**src/rtl/y_gen_pkg.sv**
```systemverilog
// Shared definitions for the neuron forward-pass evaluator (y_gen) and its
// d_gen neighbours: network-wide limits, the activation divider and the
// vector type that carries one row of activations or weights.

`ifndef Y_GEN_LIBRARY_DEFS
`define Y_GEN_LIBRARY_DEFS
`define MAX_DEPTH                3
`define MAX_WIDTH                8
`define LEAKY_RELU_SLOPE_DIVIDER 10
`endif

package y_gen_pkg;

    // Width of one vector element; matches a 32-bit integer.
    localparam int ARR_ELEM_W = 32;

    // One row of up to MAX_WIDTH signed elements, element i = vec[i].
    typedef logic [`MAX_WIDTH-1:0][ARR_ELEM_W-1:0] arr_t;

    // Index range check shared by every block that accepts a layer number.
    function automatic logic layer_in_range(input logic signed [31:0] layer);
        return (layer >= 32'sd0) && (layer < 32'sd`MAX_DEPTH);
    endfunction

endpackage

```
**src/rtl/y_gen_leaky_relu_act.sv**
```systemverilog
// Leaky ReLU activation: positive values pass through, negative values are
// divided by the slope divider with signed truncation toward zero
// (-15 -> -1, -95 -> -9). Purely combinational so it can be shared with
// the back-propagation side.

module leaky_relu_act #(
    parameter int DATA_W = 32
) (
    input  logic signed [DATA_W-1:0] act_in,
    output logic signed [DATA_W-1:0] act_out
);

    localparam logic signed [DATA_W-1:0] SLOPE_DIV = DATA_W'(`LEAKY_RELU_SLOPE_DIVIDER);

    // Select pass-through or scaled-down value on the sign of the input.
    always_comb begin
        act_out = act_in;
        if (act_in < 0) begin
            act_out = act_in / SLOPE_DIV;
        end
    end

endmodule

```
**src/rtl/y_gen.sv**
```systemverilog
// y_gen: single-neuron forward evaluator,
//   y = leaky_relu(sum_i(w_row[i] * x_in[i]) + bias).
// One multiply-accumulate per clock, then one activation cycle and a
// one-cycle result pulse. Operands are captured at accept so the caller may
// change its buses freely while the neuron is evaluating.
// Build option: MAC_SATURATE_EN -- when defined, every product and every
// accumulate clamps to the signed DATA_W range and a sat_flag output reports
// whether any clamp happened; otherwise arithmetic wraps.

module y_gen
    import y_gen_pkg::*;
#(
    parameter int N_INPUTS = 4,
    parameter int DATA_W   = 32
) (
    input  logic                     CLK,
    input  logic                     RST,
    input  logic                     start,
    input  logic signed [31:0]       layer_index,
    input  logic        [31:0]       neuron_index,
    input  arr_t                     x_in,
    input  arr_t                     w_row,
    input  logic signed [DATA_W-1:0] bias,
    output logic                     busy,
    output logic                     valid,
    output logic signed [DATA_W-1:0] y_generated,
    output logic signed [DATA_W-1:0] y_pre_act,
`ifdef MAC_SATURATE_EN
    output logic                     sat_flag,
`endif
    output logic        [31:0]       neuron_out
);

    // State encoding kept local so the layer controller never depends on it.
    localparam logic [1:0] ST_IDLE = 2'd0;
    localparam logic [1:0] ST_MAC  = 2'd1;
    localparam logic [1:0] ST_ACT  = 2'd2;
    localparam logic [1:0] ST_DONE = 2'd3;

    typedef enum logic [1:0] {
        IDLE = ST_IDLE,
        MAC  = ST_MAC,
        ACT  = ST_ACT,
        DONE = ST_DONE
    } state_t;

    localparam int IDX_W = (N_INPUTS > 1) ? $clog2(N_INPUTS) : 1;
    localparam logic [IDX_W-1:0] LAST_IDX = IDX_W'(N_INPUTS - 1);

    state_t                     state_reg;
    logic signed [DATA_W-1:0]   acc_reg;
    logic        [IDX_W-1:0]    idx_reg;
    logic signed [DATA_W-1:0]   x_reg [N_INPUTS];
    logic signed [DATA_W-1:0]   w_reg [N_INPUTS];

    logic signed [DATA_W-1:0]   x_elem [N_INPUTS];
    logic signed [DATA_W-1:0]   w_elem [N_INPUTS];
    logic signed [DATA_W-1:0]   x_cur;
    logic signed [DATA_W-1:0]   w_cur;
    logic signed [DATA_W-1:0]   acc_next;
    logic signed [DATA_W-1:0]   act_value;
    logic                       accept;

    // Elements past N_INPUTS (and bits above DATA_W) are not part of this
    // neuron's row; fold them away so they do not look like dangling logic.
    logic unused_vec_bits;
    assign unused_vec_bits = ^{x_in, w_row};

    // Slice the packed row buses into per-element operands.
    for (genvar gi = 0; gi < N_INPUTS; gi++) begin : g_slice
        assign x_elem[gi] = x_in[gi][DATA_W-1:0];
        assign w_elem[gi] = w_row[gi][DATA_W-1:0];
    end

    assign accept = (state_reg == IDLE) && start && layer_in_range(layer_index);
    assign x_cur  = x_reg[idx_reg];
    assign w_cur  = w_reg[idx_reg];

`ifdef MAC_SATURATE_EN
    localparam logic signed [DATA_W-1:0]   SAT_MAX   = {1'b0, {(DATA_W-1){1'b1}}};
    localparam logic signed [DATA_W-1:0]   SAT_MIN   = {1'b1, {(DATA_W-1){1'b0}}};
    localparam logic signed [2*DATA_W-1:0] SAT_MAX_W = {{(DATA_W+1){1'b0}}, {(DATA_W-1){1'b1}}};
    localparam logic signed [2*DATA_W-1:0] SAT_MIN_W = {{(DATA_W+1){1'b1}}, {(DATA_W-1){1'b0}}};

    logic signed [2*DATA_W-1:0] prod_wide;
    logic signed [2*DATA_W-1:0] sum_wide;
    logic signed [DATA_W-1:0]   prod_sat;
    logic                       prod_ovf;
    logic                       sum_ovf;
    logic                       mac_sat;
    logic                       sat_reg;

    // Full-precision product and sum, each clamped back into DATA_W.
    always_comb begin
        prod_wide = $signed({{DATA_W{w_cur[DATA_W-1]}}, w_cur})
                  * $signed({{DATA_W{x_cur[DATA_W-1]}}, x_cur});
        prod_ovf  = (prod_wide > SAT_MAX_W) || (prod_wide < SAT_MIN_W);
        prod_sat  = prod_wide[DATA_W-1:0];
        if (prod_wide > SAT_MAX_W) begin
            prod_sat = SAT_MAX;
        end else if (prod_wide < SAT_MIN_W) begin
            prod_sat = SAT_MIN;
        end
        sum_wide = $signed({{DATA_W{acc_reg[DATA_W-1]}}, acc_reg})
                 + $signed({{DATA_W{prod_sat[DATA_W-1]}}, prod_sat});
        sum_ovf  = (sum_wide > SAT_MAX_W) || (sum_wide < SAT_MIN_W);
        acc_next = sum_wide[DATA_W-1:0];
        if (sum_wide > SAT_MAX_W) begin
            acc_next = SAT_MAX;
        end else if (sum_wide < SAT_MIN_W) begin
            acc_next = SAT_MIN;
        end
        mac_sat = prod_ovf || sum_ovf;
    end

    assign sat_flag = sat_reg;
`else
    // Plain modulo-2^DATA_W multiply-accumulate.
    always_comb begin
        acc_next = acc_reg + (w_cur * x_cur);
    end
`endif

    leaky_relu_act #(
        .DATA_W (DATA_W)
    ) u_act (
        .act_in  (acc_reg),
        .act_out (act_value)
    );

    // Control FSM, operand capture, accumulator and registered outputs.
    always_ff @(posedge CLK) begin
        if (RST) begin
            state_reg   <= IDLE;
            acc_reg     <= '0;
            idx_reg     <= '0;
            busy        <= 1'b0;
            valid       <= 1'b0;
            y_generated <= '0;
            y_pre_act   <= '0;
            neuron_out  <= '0;
            for (int i = 0; i < N_INPUTS; i++) begin
                x_reg[i] <= '0;
                w_reg[i] <= '0;
            end
`ifdef MAC_SATURATE_EN
            sat_reg     <= 1'b0;
`endif
        end else begin
            case (state_reg)
                IDLE: begin
                    valid <= 1'b0;
                    if (accept) begin
                        for (int i = 0; i < N_INPUTS; i++) begin
                            x_reg[i] <= x_elem[i];
                            w_reg[i] <= w_elem[i];
                        end
                        acc_reg    <= bias;
                        idx_reg    <= '0;
                        neuron_out <= neuron_index;
                        busy       <= 1'b1;
                        state_reg  <= MAC;
`ifdef MAC_SATURATE_EN
                        sat_reg    <= 1'b0;
`endif
                    end
                end
                MAC: begin
                    acc_reg <= acc_next;
                    idx_reg <= idx_reg + 1'b1;
`ifdef MAC_SATURATE_EN
                    sat_reg <= sat_reg | mac_sat;
`endif
                    if (idx_reg == LAST_IDX) begin
                        state_reg <= ACT;
                    end
                end
                ACT: begin
                    y_pre_act   <= acc_reg;
                    y_generated <= act_value;
                    valid       <= 1'b1;
                    state_reg   <= DONE;
                end
                DONE: begin
                    valid     <= 1'b0;
                    busy      <= 1'b0;
                    state_reg <= IDLE;
                end
                default: begin
                    state_reg <= IDLE;
                end
            endcase
        end
    end

endmodule
```
**config.mk**
```make
export PLATFORM = sky130hd
export DESIGN_NAME = y_gen
export DESIGN_NICKNAME = d
export VERILOG_FILES = /design/src/rtl/y_gen_pkg.sv /design/src/rtl/y_gen_leaky_relu_act.sv /design/src/rtl/y_gen.sv
export SDC_FILE = /design/constraint.sdc
export NUM_CORES = 2
export LEC_CHECK = 0
export ABC_AREA = 1
export CAP_MARGIN = 20
export CELL_PAD_IN_SITES_DETAIL_PLACEMENT = 1
export CELL_PAD_IN_SITES_GLOBAL_PLACEMENT = 1
export CORE_UTILIZATION = 36
export DETAILED_ROUTE_END_ITERATION = 16
export GPL_ROUTABILITY_DRIVEN = 0
export GPL_TIMING_DRIVEN = 0
export PLACE_DENSITY = 0.87
export SLEW_MARGIN = 20
export SYNTH_ARGS = -nofsm -noshare
export SYNTH_HDL_FRONTEND = slang
export SYNTH_HIERARCHICAL = 1
export SYNTH_SLANG_ARGS = --single-unit
```
**constraint.sdc**
```tcl
create_clock -name CLK -period 12.9 [get_ports CLK]
set_clock_uncertainty 0.2 [all_clocks]
set_input_delay 1.935 -clock CLK [delete_from_list [all_inputs] [get_ports CLK]]
set_output_delay 1.935 -clock CLK [all_outputs]
set_load 0.005 [all_outputs]
```
Word-level counts from Yosys, hierarchy flattened
Memory sizes are Yosys's and may differ from the RTL's. A register that Yosys moved wholly into a read port is not among the register bits.
Index checks and enable logic that the tools add are counted.
{"block": "totals", "latch_bits": 0, "memories": 2, "mem_bits_rw": 256, "in_bits": 611, "mem_bits_ro": 0, "ff_bits": 134, "word_cells": 72, "out_inout_bits": 98}
{"block": "classes", "bitwise": 8, "eq_ne": 6, "shifts": 0, "n_addsub": 2, "div": 1, "reduce_logical": 12, "mux": 29, "magnitude_cmp": 3, "n_mul": 1}
{"name": "w_reg", "depth": 4, "word_bits": 32, "rd": 1, "rd_ports_with_merged_regs": 1, "write_ports": 4, "line_no": "y_gen.sv:54", "text": "logic signed [DATA_W-1:0] w_reg [N_INPUTS];"}
{"name": "x_reg", "depth": 4, "word_bits": 32, "rd": 1, "rd_ports_with_merged_regs": 1, "write_ports": 4, "line_no": "y_gen.sv:53", "text": "logic signed [DATA_W-1:0] x_reg [N_INPUTS];"}
{"operator": "2-to-1 mux 32 bit", "count": 10}
{"operator": "one-hot mux 32 bit (2 select lines)", "count": 1}
{"operator": "adder 32 bit", "count": 1}
{"operator": "divider 32 x 5 -> 32 bit, second input constant", "count": 1}
{"operator": "greater-or-equal comparator 32 x 1 -> 1 bit, second input constant", "count": 1}
{"operator": "less-than comparator 32 x 1 -> 1 bit, second input constant", "count": 1}
{"operator": "less-than comparator 32 x 3 -> 1 bit, second input constant", "count": 1}
{"operator": "multiplier 32 x 32 -> 32 bit", "count": 1}
{"operator": "2-to-1 mux 2 bit", "count": 7}
{"operator": "bitwise OR 1 bit", "count": 8}
{"operator": "one-hot mux 2 bit (4 select lines)", "count": 1}
{"operator": "AND reduction 2 bit", "count": 4}
{"operator": "2-to-1 mux 1 bit", "count": 7}
{"operator": "equality test 2 bit, second input constant", "count": 3}
{"operator": "nonzero test 2 bit", "count": 3}
{"operator": "inequality test 2 bit, second input constant", "count": 2}
{"operator": "one-hot mux 1 bit (2 select lines)", "count": 2}
{"operator": "one-hot mux 2 bit (2 select lines)", "count": 1}
{"operator": "logical AND 1 bit", "count": 3}
{"operator": "adder 2 x 1 -> 2 bit, second input constant", "count": 1}
{"operator": "equality test 2 x 1 -> 1 bit, second input constant", "count": 1}
{"operator": "zero test 2 bit", "count": 1}
{"operator": "OR reduction 2 bit", "count": 1}

Logic depth before layout (Yosys ltp)
{"block": "logic_depth", "word_depth": 8, "ltp_mapped": 158, "mapped_depth_nobuf": 158}

Hierarchy
The synthesis kept the hierarchy.
{"module": "y_gen", "area_per_inst_um2": 34481.8, "n_inst": 1, "seq_area_each_um2": 10410.0, "cells_each": 4205}
{"module": "leaky_relu_act", "area_per_inst_um2": 4904.7, "n_inst": 1, "seq_area_each_um2": 0.0, "cells_each": 921}

Worst setup path before layout
Ideal clock, no wire load.
{"block": "synth_timing", "kind": "flip-flop to flip-flop", "startpoint": "reg acc_reg[1]", "endpoint": "reg y_generated[26]", "path_slack_ns": 0.253, "required_ns": 12.584, "arrival_ns": 12.331, "setup_time_ns": 0.116, "path_buffers": 0, "path_stages_with_launch": 144, "period_less_slack_ns": 12.647, "path_cell_list": "dfxtp_1 inv_2 ha_1 nand3_1 nor2_4 nand3_1 nand2_2 nand4_1 nand2_2 nand2_4 o211ai_2 nand2_2 nand2_2 nand3_2 nand2_4 nand2_4 nand2_2 nand3_2 [... 108 more ...] nor2_4 nand3_4 inv_1 ha_1 nand2_1 nor2_1 nand2_1 inv_2 nand2_1 nor2_2 nand4_1 nor2_2 nand3_1 xor2_1 nand2_1 o21ai_1 nor2_1 nor2_1"}
{"block": "synth_via", "elab_chain_cells": 2, "word_cells_on_any_way": 3, "classes_between": "1 x div; 1 x order compare; 1 x mux"}
{"element": "start, declared", "line_no": "y_gen.sv:51", "text": "logic signed [DATA_W-1:0] acc_reg;"}
{"element": "start signal, assigned", "line_no": "y_gen.sv:158", "text": "acc_reg <= bias;"}
{"element": "start signal, assigned", "line_no": "y_gen.sv:169", "text": "acc_reg <= acc_next;"}
{"element": "divider 32 x 5 -> 32 bit or less-than comparator 32 x 1 -> 1 bit (tied branches)", "line_no": "y_gen_leaky_relu_act.sv:19, y_gen_leaky_relu_act.sv:18"}
{"element": "2-to-1 mux 32 bit (*)", "line_no": "y_gen_leaky_relu_act.sv:18", "text": "if (act_in < 0) begin"}
{"element": "named net act_value[26]", "line_no": "y_gen.sv:61", "text": "logic signed [DATA_W-1:0] act_value;"}
{"element": "end signal, assigned", "line_no": "y_gen.sv:180", "text": "y_generated <= act_value;"}
{"element": "end, declared", "line_no": "y_gen.sv:26", "text": "output logic signed [DATA_W-1:0] y_generated,"}
The timed path passes the listed nets; every way through them passes the cells marked *.
A chain may end at the register's enable or synchronous reset.

Worst setup path after layout
{"block": "layout_timing", "startpoint": "reg acc_reg[10]", "endpoint": "reg y_generated[22]"}
The elaborated chain is that of the path after synthesis.

==> summary.md <==
| Metric | Value |
|---|---|
| Post-CTS Hold Buffers | 0 |
| Initial DRC Count | 4380 |
| Fraction of registers with async set or reset after synthesis | 0 |
| Final Hold Vio Count | 0 |
| Initial antenna violation count | 11 |
| Post-synthesis cell type count | 66 |
| Clk pin slew, worst setup/hold paths | 0.07 ns |
| Final worst path period share | 1.289 |
| Syn-to-layout area delta | 27.66% |
| DR vias | 41470 |
| CP max FO | 6 |
| Die width | 332.8 um |
| Std-Cell Rows | 120 |
| Setup Viol. Count Final | 32 |
| Num CTS Buffers | 45 |
| Min Tclk post-route | 16.63 ns |
| Slew @ Worst Pin | 1.243 ns |
| Die Y | 332.8 um |
| EDFF count, synth | 256 |
| GRT Residual Overflow | 0 |
| Drt wl/cell | 26.87 um |
| Slowest cell on the critical path | dfxtp_2 |
| Vias in the first global route | 43780 |
| Max stage delay on crit path | 0.50 ns |
| Hold Path Sink | neuron_out[23] |
| Maximum number of pins on one net before global-route repair | 60 |
| DP Wirelength | 134700 um |
| Post-route cell area | 50280 um2 |
| FF-to-FF setup slack | -3.73 ns |
| Top cells by count, synth | inv_1 (1051), nand2_1 (1043), nor2_1 (811) |
| Status | complete, but fails checks |
| CTS tree | yes |
| Synthesized area | 39390 um2 |
| IO buf count | 451 |
| Max H-tree Level | 2 |
| Ys Warns | 6 |
| Most frequent cell after synthesis | inv_1 |
| CORE AREA | 107800 um2 |
| CP most frequent cell | nand2_4 |
| Critical path class | flop to flop |
| Post-Route Utilization | 0.4664 |
| Mapped Cells | 5126 |
| Area after DPL | 45770 um2 |
| # fillers | 13010 |
| Vias/cell | 5.738 |
| Area share of the largest cell type after synthesis | 0.2226 |
| Clk Tree Root Cell | clkbuf_16 |
| HP Start | neuron_out[23] |
| Data arrival, critical path | 17.02 ns |
| Initial Util | 0.3654 |
| Crit Reg-Reg Startpoint | acc_reg[10] |
| Synth Net Count | 6338 |
| Post-synthesis register bit count | 392 |
| Worst EP required | 13.29 ns |
| RR Endpoint | y_generated[22] |
| Mean Syn Cell Area | 7.684 um2 |
| Clock Sinks | 392 |
| Maximum clock rate | 0.06014 GHz |
| Top area cells in the synthesized netlist | fa_1 (22%), edfxtp_1 (20%), inv_1 (10%) |
| Nets | 7003 |
| Antenna Nets Post-Route | 0 |
| # IOs | 709 |
| 1st-pass router iterations | 7 |
| Crit start category | flop |
| DRC | 0 |
| Worst Slack Setup Final | -3.727 ns |
| First-pass GRT wire length | 262000 um |
| Share of cells above drive strength 1 | 0.1388 |
| Rel. slew slack | 0.1712 |
| Crit end category | flop |
| Worst hold stages | 2 |
| Max Cap Viol | 0 |
| Main synth FF type | edfxtp_1 |
| Cell count of the worst reg-to-reg path | 143 |
| RSZ-0062 raised after global routing | true |
| Full die area | 110700 um2 |
| Latest clock arrival within the worst-skew pair | 0.65 ns |
| WHS | 0.2637 ns |
| Routed WL | 194200 um |
| Max clock buf depth | 3 |
| Hold Path Class | flop to flop |
| Fin. max-slew vios | 0 |
| Tot GR Track Use | 0.3126 |
| Violated checks | setup timing |
| Top cell type by total area after synthesis | fa_1 |
| Seq/Total Area, Yosys | 0.2643 |
==> critical path: cells and delay by family (launching register included) <==
kind | cells | cell delay [ns]
AND/OR/NAND/NOR | 113 | 12.05
XOR/XNOR | 1 | 0.25
buffers and inverters | 22 | 2.09
AO/OA/AOI/OAI | 5 | 1.08
flip-flops | 1 | 0.50
adder cells (fa/ha/maj) | 2 | 0.31
==> cell type report <==
cell class | count | area, um2 | share of cell area
diodes | 3 | 7.507 | 0.0001493
flip-flops and latches | 392 | 10450 | 0.2078
multi-input cells | 3420 | 25480 | 0.5067
plain buffers | 182 | 939.7 | 0.01869
clock inverters | 25 | 241.5 | 0.004803
clock buffers | 53 | 1176 | 0.02339
well taps | 1403 | 1755 | 0.03491
repair buffers | 618 | 5887 | 0.1171
inverters | 1132 | 4344 | 0.08640
==> metrics by stage <==
stage | instances | setup slack [ns] | TNS (ns)
final | 7228 | -3.727 | -88.12
after floorplan | 5126 | 0.2531 | 0
after CTS | 7161 | -0.8096 | -7.150
after global routing | 7226 | -4.043 | -97.75
after detailed placement | 6984 | -2.854 | -60.55
after global placement | 6980 | -2.192 | -40.83
==> worst max-delay path by stage <==
stage,startpoint,to,slack (ns),cells after the start
after floorplan,acc_reg[1],y_generated[26],0.25,143
after global placement,acc_reg[1],y_generated[26],-2.19,139
after detailed placement,acc_reg[1],y_generated[30],-2.85,140
after CTS,acc_reg[1],y_generated[28],-0.81,142
after global routing,acc_reg[10],y_generated[22],-4.04,142
final,acc_reg[10],y_generated[22],-3.73,143
==> routing by layer <==
layer | track usage | vias up | routed length, um
li1 | - | 16770 | -
met1 | 0.3434 | 20190 | 64620
met2 | 0.5231 | 3152 | 87650
met3 | 0.06448 | 1340 | 20570
met4 | 0.2552 | 18 | 21190
met5 | 0 | - | 164
==> cell usage in the layout, fill, tap and decap left out, drive strengths merged, types with 2 or more instances in the layout <==
master	synthesis	final
or2	8	8
o21ai	191	191
o31ai	3	3
fa	438	438
a21o	2	2
nand4	27	27
nand2	1184	1184
buf	54	221
xnor2	20	20
o211ai	11	11
edfxtp	256	256
clkinvlp	0	6
a21boi	2	2
and2	2	2
clkdlybuf4s50	0	451
a211oi	3	3
nand3	296	296
a32oi	6	6
o21bai	3	3
ha	163	163
dfxtp	136	136
a31oi	10	10
clkinv	17	24
diode	0	3
xor2	49	49
nor2	825	825
a31o	2	2
nand3b	8	8
o21a	3	3
nor4	14	14
a21oi	129	129
or3	2	2
clkbuf	126	179
o221ai	3	3
inv	1115	1124
nor3	11	11
bufinv	0	3
==> logic make-up after synthesis <==
kind of cell             synth area share
multiplexers                    0.0002541
buffers and inverters              0.1321
flip-flops                         0.2643
XOR/XNOR                          0.01534
AO/OA/AOI/OAI                     0.05299
adder cells (fa/ha/maj)            0.2744
AND/OR/NAND/NOR                    0.2606
==> what timing repair did <==
item / in CTS / in global routing
setup endpoints to repair: 32 / 32
gates resized for setup: 234 / 224
hold endpoints to repair: 0 / 0
setup buffers: 99 / 65
pin swaps: 125 / 158
Power is left out: the tool's default activity adds up to more than one toggle a clock period on the data nets, which glitch-free logic cannot reach.
